### src/rtl/ps2_host_tx.sv
// ps2_host_tx: PS/2 host-to-device transmitter. Sends one command byte
// (e.g. 0xED set-LEDs, 0xFF reset, 0xF4 enable) using the full
// inhibit / request-to-send / bit-shift / ACK handshake.
// PS2_CLK and PS2_DAT are driven open-drain through active-high pull-low
// enables (ps2_clk_oe / ps2_dat_oe); the top level turns them into tri-states.
// The high phase of ps2_clk_oe (INHIBIT plus the one-cycle RTS overlap)
// lasts exactly INHIBIT_CYCLES clk cycles.
// Optional build macro: PS2_TX_RETRY_EN -- a failed transfer is re-attempted
// with the same byte up to MAX_RETRIES extra times before error is reported.
module ps2_host_tx #(
    parameter int unsigned INHIBIT_CYCLES = 6000,
    parameter int unsigned TIMEOUT_CYCLES = 750000,
    parameter int unsigned MAX_RETRIES    = 2
) (
    input  logic       clk,
    input  logic       reset,
    input  logic       start,
    input  logic [7:0] data,
    input  logic       ps2_clk_in,
    input  logic       ps2_dat_in,
    output logic       ps2_clk_oe,
    output logic       ps2_dat_oe,
    output logic       busy,
    output logic       done,
    output logic       error,
    output logic [1:0] err_code
);

    localparam int unsigned CNT_W   = $clog2(INHIBIT_CYCLES);
    localparam int unsigned TMO_W   = $clog2(TIMEOUT_CYCLES);
    localparam int unsigned FRAME_W = 11;

    localparam logic [1:0] ERR_NONE    = 2'd0;
    localparam logic [1:0] ERR_TIMEOUT = 2'd1;
    localparam logic [1:0] ERR_NACK    = 2'd2;

    // Reject configurations the counters cannot represent.
    if (INHIBIT_CYCLES < 2 || TIMEOUT_CYCLES < 2 || MAX_RETRIES > 255) begin : g_bad_cfg
        $error("ps2_host_tx: INHIBIT_CYCLES and TIMEOUT_CYCLES must be >= 2, MAX_RETRIES <= 255");
    end

    typedef enum logic [2:0] {
        ST_IDLE,
        ST_INHIBIT,
        ST_RTS,
        ST_SEND,
        ST_ACK,
        ST_RELEASE,
        ST_FAIL
    } state_t;

    state_t               state_q;
    logic [FRAME_W-1:0]   shift_q;
    logic [3:0]           bit_idx_q;
    logic [CNT_W-1:0]     cnt_q;
    logic [TMO_W-1:0]     tmr_q;
    logic                 clk_oe_q;
    logic                 dat_oe_q;
    logic                 busy_q;
    logic                 done_q;
    logic                 error_q;
    logic [1:0]           err_code_q;

    logic                 clk_s1_q;
    logic                 clk_s2_q;
    logic                 clk_prev_q;
    logic                 dat_s1_q;
    logic                 dat_s2_q;

    logic                 fe_c;
    logic                 tmo_c;
    logic                 inh_last_c;

`ifdef PS2_TX_RETRY_EN
    localparam int unsigned RETRY_W = (MAX_RETRIES > 0) ? $clog2(MAX_RETRIES + 1) : 1;
    logic [RETRY_W-1:0]   retry_cnt_q;
`endif

    // Two-flop synchronizers on both raw pins plus a delayed copy of the
    // synced clock for falling-edge detection. Reset to the idle-high level
    // so a reset never manufactures a falling edge.
    always_ff @(posedge clk) begin
        if (reset) begin
            clk_s1_q   <= 1'b1;
            clk_s2_q   <= 1'b1;
            clk_prev_q <= 1'b1;
            dat_s1_q   <= 1'b1;
            dat_s2_q   <= 1'b1;
        end else begin
            clk_s1_q   <= ps2_clk_in;
            clk_s2_q   <= clk_s1_q;
            clk_prev_q <= clk_s2_q;
            dat_s1_q   <= ps2_dat_in;
            dat_s2_q   <= dat_s1_q;
        end
    end

    // Device clock falling edge, timeout terminal count, inhibit terminal count.
    assign fe_c       = clk_prev_q & ~clk_s2_q;
    assign tmo_c      = (tmr_q == TMO_W'(TIMEOUT_CYCLES - 1));
    assign inh_last_c = (cnt_q == CNT_W'(INHIBIT_CYCLES - 2));

    // Transfer sequencer: all line enables and status outputs are registered here.
    always_ff @(posedge clk) begin
        if (reset) begin
            state_q     <= ST_IDLE;
            shift_q     <= '0;
            bit_idx_q   <= '0;
            cnt_q       <= '0;
            tmr_q       <= '0;
            clk_oe_q    <= 1'b0;
            dat_oe_q    <= 1'b0;
            busy_q      <= 1'b0;
            done_q      <= 1'b0;
            error_q     <= 1'b0;
            err_code_q  <= ERR_NONE;
`ifdef PS2_TX_RETRY_EN
            retry_cnt_q <= '0;
`endif
        end else begin
            done_q  <= 1'b0;
            error_q <= 1'b0;

            case (state_q)
                ST_IDLE: begin
                    clk_oe_q <= 1'b0;
                    dat_oe_q <= 1'b0;
                    busy_q   <= 1'b0;
                    if (start) begin
                        // Frame LSB first: start 0, d0..d7, odd parity, stop 1.
                        shift_q    <= {1'b1, ~^data, data, 1'b0};
                        err_code_q <= ERR_NONE;
                        cnt_q      <= '0;
                        clk_oe_q   <= 1'b1;
                        busy_q     <= 1'b1;
                        state_q    <= ST_INHIBIT;
`ifdef PS2_TX_RETRY_EN
                        retry_cnt_q <= '0;
`endif
                    end
                end

                ST_INHIBIT: begin
                    // Hold the clock low; on terminal count drive the start bit.
                    clk_oe_q <= 1'b1;
                    if (inh_last_c) begin
                        dat_oe_q <= 1'b1;
                        state_q  <= ST_RTS;
                    end else begin
                        cnt_q <= cnt_q + CNT_W'(1);
                    end
                end

                ST_RTS: begin
                    // Data already low with clock low; release clock to hand over.
                    clk_oe_q  <= 1'b0;
                    bit_idx_q <= 4'd1;
                    tmr_q     <= '0;
                    state_q   <= ST_SEND;
                end

                ST_SEND: begin
                    if (fe_c) begin
                        dat_oe_q  <= ~shift_q[bit_idx_q];
                        bit_idx_q <= bit_idx_q + 4'd1;
                        tmr_q     <= '0;
                        if (bit_idx_q == 4'd10) begin
                            state_q <= ST_ACK;
                        end
                    end else if (tmo_c) begin
                        clk_oe_q   <= 1'b0;
                        dat_oe_q   <= 1'b0;
                        err_code_q <= ERR_TIMEOUT;
                        state_q    <= ST_FAIL;
                    end else begin
                        tmr_q <= tmr_q + TMO_W'(1);
                    end
                end

                ST_ACK: begin
                    // Device answers on the clock after the stop bit.
                    if (fe_c) begin
                        tmr_q <= '0;
                        if (!dat_s2_q) begin
                            state_q <= ST_RELEASE;
                        end else begin
                            clk_oe_q   <= 1'b0;
                            dat_oe_q   <= 1'b0;
                            err_code_q <= ERR_NACK;
                            state_q    <= ST_FAIL;
                        end
                    end else if (tmo_c) begin
                        clk_oe_q   <= 1'b0;
                        dat_oe_q   <= 1'b0;
                        err_code_q <= ERR_TIMEOUT;
                        state_q    <= ST_FAIL;
                    end else begin
                        tmr_q <= tmr_q + TMO_W'(1);
                    end
                end

                ST_RELEASE: begin
                    // Transfer is complete only once the device lets both lines go.
                    if (clk_s2_q && dat_s2_q) begin
                        done_q  <= 1'b1;
                        busy_q  <= 1'b0;
                        state_q <= ST_IDLE;
                    end else if (fe_c) begin
                        tmr_q <= '0;
                    end else if (tmo_c) begin
                        err_code_q <= ERR_TIMEOUT;
                        state_q    <= ST_FAIL;
                    end else begin
                        tmr_q <= tmr_q + TMO_W'(1);
                    end
                end

                ST_FAIL: begin
                    clk_oe_q <= 1'b0;
                    dat_oe_q <= 1'b0;
`ifdef PS2_TX_RETRY_EN
                    // Silent re-attempt with the same frame while retries remain.
                    if (retry_cnt_q < RETRY_W'(MAX_RETRIES)) begin
                        retry_cnt_q <= retry_cnt_q + RETRY_W'(1);
                        cnt_q       <= '0;
                        clk_oe_q    <= 1'b1;
                        state_q     <= ST_INHIBIT;
                    end else begin
                        error_q <= 1'b1;
                        busy_q  <= 1'b0;
                        state_q <= ST_IDLE;
                    end
`else
                    error_q <= 1'b1;
                    busy_q  <= 1'b0;
                    state_q <= ST_IDLE;
`endif
                end

                default: begin
                    clk_oe_q <= 1'b0;
                    dat_oe_q <= 1'b0;
                    busy_q   <= 1'b0;
                    state_q  <= ST_IDLE;
                end
            endcase
        end
    end

    assign ps2_clk_oe = clk_oe_q;
    assign ps2_dat_oe = dat_oe_q;
    assign busy       = busy_q;
    assign done       = done_q;
    assign error      = error_q;
    assign err_code   = err_code_q;

endmodule

### config.mk
export PLATFORM = sky130hd
export DESIGN_NAME = ps2_host_tx
export DESIGN_NICKNAME = d
export VERILOG_FILES = /design/src/rtl/ps2_host_tx.sv
export SDC_FILE = /design/constraint.sdc
export NUM_CORES = 1
export LEC_CHECK = 0
export ABC_AREA = 1
export ABC_CLOCK_PERIOD_IN_PS = 1800
export CORE_UTILIZATION = 57
export DETAILED_ROUTE_END_ITERATION = 12
export GPL_ROUTABILITY_DRIVEN = 0
export PLACE_DENSITY_LB_ADDON = 0.15
export SYNTH_ARGS = -nofsm -noshare
export SYNTH_HDL_FRONTEND = slang
export SYNTH_SLANG_ARGS = --single-unit
### constraint.sdc
create_clock -name clk -period 1.8 [get_ports clk]
set_input_delay 0.36 -clock clk [delete_from_list [all_inputs] [get_ports clk]]
set_output_delay 0.36 -clock clk [all_outputs]
set_load 0.02 [all_outputs]
==> flow_summary_export.csv <==
group,metric,value,unit
clock_network,cts_tree,"built",
min_path,worstHoldPathCells,1,
global_routing,grtUsageTotal,25.8,%
detailed_routing,wl,7850,um
setup_path,required,1.44,ns
setup_path,worstPathCellList,"clkdlybuf4s50_1",
sta,rsz0062_at_grt,"false",
clock_network,cts.clk_slew.worst_paths,0.08,ns
pwr,power,0.00351,W
setup_path,r2r_cells,7,
cells_and_area,fin_util,68.1,%
pwr,clkPwrFrac,33.3,%
global_routing,antenna_found_initial,0,
detailed_routing,drc,0,
placed_design,port_buffers,19,
sta,fmax,589,MHz
pwr,internal_power,0.00238,W
cells_and_area,final_common_cell,"nand2_1",
pwr,vdd_drop_max,0.774,mV
die,initial_core_util,58.8,%
run_status,status,"complete, no violations",
clock_network,cts_hold_buffers,0,
setup_path,max_stage_delay,0.62,ns
detailed_routing,wl_per_cell,12.4,um
pwr,pwr-share-seq,43.4,%
min_path,hp-start,"clk_s1_q",
clock_network,postCtsSetupBuffers,0,
synthesis,synth_seq_cells,62,
clock_network,cts.path.max_buffers,2,
cells_and_area,area_growth,15.9,%
die,fp.dieW,79.9,um
sta,hold_viol,0,
detailed_routing,drt-initial-drc-count,168,
setup_path,cp_max_fo,3,
global_routing,gr-total-overflow,0,
clock_network,h-tree-depth,3,
synthesis,avgSynthCellArea,6.69,sq um
die,dieArea,0.00638,sq mm
min_path,hold_class,"reg -> reg",
cells_and_area,nets,570,
sta,worst_slack,0.102,ns
clock_network,clock-root-buffer,"clkbuf_8",
pwr,p_leak,1.59,nW
detailed_routing,viasPerCell,5.36,
detailed_routing,postRouteAntennaNets,0,
sta,setup-tns-final,0,ns
setup_path,r2r-start,"tmr_q[2]",
cells_and_area,diodes,0,
detailed_routing,vias,3389,
synthesis,seq_area_frac_synth,35.9,%
sta,slew_violations,0,
sta,finalSetupViolCount,0,
setup_path,cp.arrival,1.34,ns
synthesis,postSynthCellCount,517,
sta,worst_slew_margin_rel,60.0,%
cells_and_area,layout_common_cells,"nand2_1, dfxtp_1, nor2_1",
setup_path,r2r_slack,0.10,ns
placed_design,dpl_worst_slack,0.0102,ns
pwr,power_frac_comb,23.3,%
pwr,power_switching_share,32.1,%
synthesis,synth_warnings,0,
sta,skew,0.0140,ns
global_routing,grt_max_degree,29,
sta,tightest_slew,0.595,ns
die,io_pins,20,
global_routing,grt_pass1_vias,2980,
detailed_routing,drtPass1Iterations,5,
placed_design,dpl.hpwl,5670,um
cells_and_area,final_area,0.00401,sq mm
die,placementRows,28,
sta,fin_crit_sh,94.3,%
setup_path,cp_top_family,"buffers and inverters",
synthesis,synth_area,0.00346,sq mm
setup_path,reg2reg_to,"tmr_q[11]",
die,fp.coreArea,0.00589,sq mm
setup_path,crit_type,"reg -> out",
die,die_y,79.9,um
cells_and_area,num-fill-cells,543,
setup_path,cp-end-kind,"primary output",
clock_network,clk_latency,0.34,ns
run,drv_cap,0,
global_routing,grt_pass1_wl,12700,um
clock_network,cts_num_sinks,62,
setup_path,path_buf_inv,1,
pwr,p_sw,0.00113,W
pwr,power_density,876,mW/mm^2
clock_network,numCtsBuffers,9,
min_path,hold_end,"clk_s2_q",
placed_design,dpl_cell_area,0.00379,sq mm
synthesis,syn-num-nets,535,
setup_path,startpoint_type,"flip-flop",
setup_path,slowest_stage,"clkdlybuf4s50_1",
sta,period_needed,1.70,ns
synthesis,synth_cell_type_count,38,
cells_and_area,layout-drive-gt1-share,12.7,%
[power by group through the flow]
stage          combinational, W  sequential [W]  clock, W
2_1_floorplan          0.000596         0.00154         0
3_3_place_gp           0.000782         0.00155         0
3_5_place_dp           0.000793         0.00155         0
4_1_cts                0.000804         0.00152   0.00118
5_1_grt                0.000903         0.00153   0.00125
6_report               0.000819         0.00152   0.00117
[cell usage after synthesis]
cell / number / area (sq um)
nand2_2: 5 / 31.3
buf_2: 2 / 10.0
o21ai_0: 26 / 130
inv_2: 7 / 26.3
o21a_1: 2 / 15.0
o21ai_1: 2 / 10.0
nand4_1: 11 / 68.8
nor2_2: 3 / 18.8
dfxtp_1: 62 / 1240
ha_1: 5 / 62.6
or2_2: 6 / 37.5
buf_8: 2 / 30.0
o22ai_1: 1 / 6.26
xor2_1: 8 / 70.1
nand3_2: 4 / 40.0
o21bai_1: 3 / 22.5
nor4_1: 2 / 12.5
and2_1: 1 / 6.26
and3_1: 1 / 6.26
nand2_1: 120 / 450
nor2_8: 1 / 20.0
inv_1: 56 / 210
o211ai_1: 1 / 7.51
a31oi_1: 3 / 18.8
nor3_1: 20 / 100
o21ai_2: 1 / 8.76
o31ai_1: 1 / 7.51
clkinv_1: 1 / 3.75
nand2_4: 5 / 56.3
xnor2_1: 5 / 43.8
nand3b_1: 1 / 7.51
clkbuf_1: 5 / 18.8
a21oi_1: 44 / 220
buf_4: 2 / 15.0
nor2_4: 1 / 11.3
nand3_1: 35 / 175
nor2_1: 61 / 229
a21oi_2: 1 / 8.76
[worst register-to-register path, cell delays in order, from the launching register on]
cell and delay (ns):
dfxtp_1 0.40, nand2_1 0.14, nor2_2 0.16, inv_1 0.09
nor4_1 0.46, a21oi_2 0.14, nor2_1 0.15, nor2_1 0.05
[metal layers]
| metal | global-route usage (%) | share of wire, % | vias up |
|---|---|---|---|
| met1 | 30.3 | 45 | 1534 |
| met2 | 45.6 | 49 | 90 |
| li1 | - | - | 1753 |
| met3 | 3.89 | 4.0 | 12 |
| met4 | 12.7 | 1.9 | 0 |
| met5 | 0 | 0 | - |
[logic make-up (layout without fill, tap and decap cells)]
kind of cell | Yosys count | after routing | share of synthesized area, %
DFF | 62 | 62 | 35.9
buffers and inverters | 75 | 115 | 9.08
and+or+nand+nor | 277 | 277 | 36.8
adders and majority gates | 5 | 5 | 1.81
AOI/OAI and AO/OA | 85 | 85 | 13.2
xor gates and xnor gates | 13 | 13 | 3.29
[worst max path at each step]
stage / start / endpoint / depth (start not counted)
2_1_floorplan: tmr_q[0] / tmr_q[18] / 11
3_3_place_gp: tmr_q[0] / tmr_q[12] / 9
3_5_place_dp: tmr_q[0] / tmr_q[12] / 9
4_1_cts: tmr_q[0] / tmr_q[11] / 9
5_1_grt: tmr_q[8] / tmr_q[12] / 10
6_report: ps2_clk_oe / ps2_clk_oe / 1
[stage by stage]
stage | hold WS, ns | cells
CTS | 0.414 | 632
global route | 0.429 | 632
finish | 0.411 | 632
global placement | 0.391 | 616
detailed placement | 0.397 | 616
floorplan | 0.389 | 517
[sequential cells by signal, summed over array words and instances, names as in the netlist]
signal	count
dat_s2_q	1
ps2_dat_oe	1
ps2_clk_oe	1
cnt_q	13
state_q	3
shift_q	10
clk_s2_q	1
busy	1
dat_s1_q	1
clk_prev_q	1
done	1
clk_s1_q	1
err_code	2
bit_idx_q	4
error	1
tmr_q	20
[what timing repair did]
action                                  4_1_cts  5_1_grt
endpoints found under the setup margin        1       33
hold endpoints to repair                      0        0
gates resized for setup                       1        9
[layout make-up]
class / count / area (sq um) / share of cell area (%)
timing repair buffer: 35 / 310 / 7.74
tap: 75 / 93.8 / 2.34
sequential: 62 / 1240 / 31.0
inverter: 64 / 240 / 5.99
clock buffer: 11 / 131 / 3.28
clock inverter: 5 / 50.0 / 1.25
multi-input combinational: 380 / 1940 / 48.4
No activity file was read; power rests on OpenSTA's default activity.
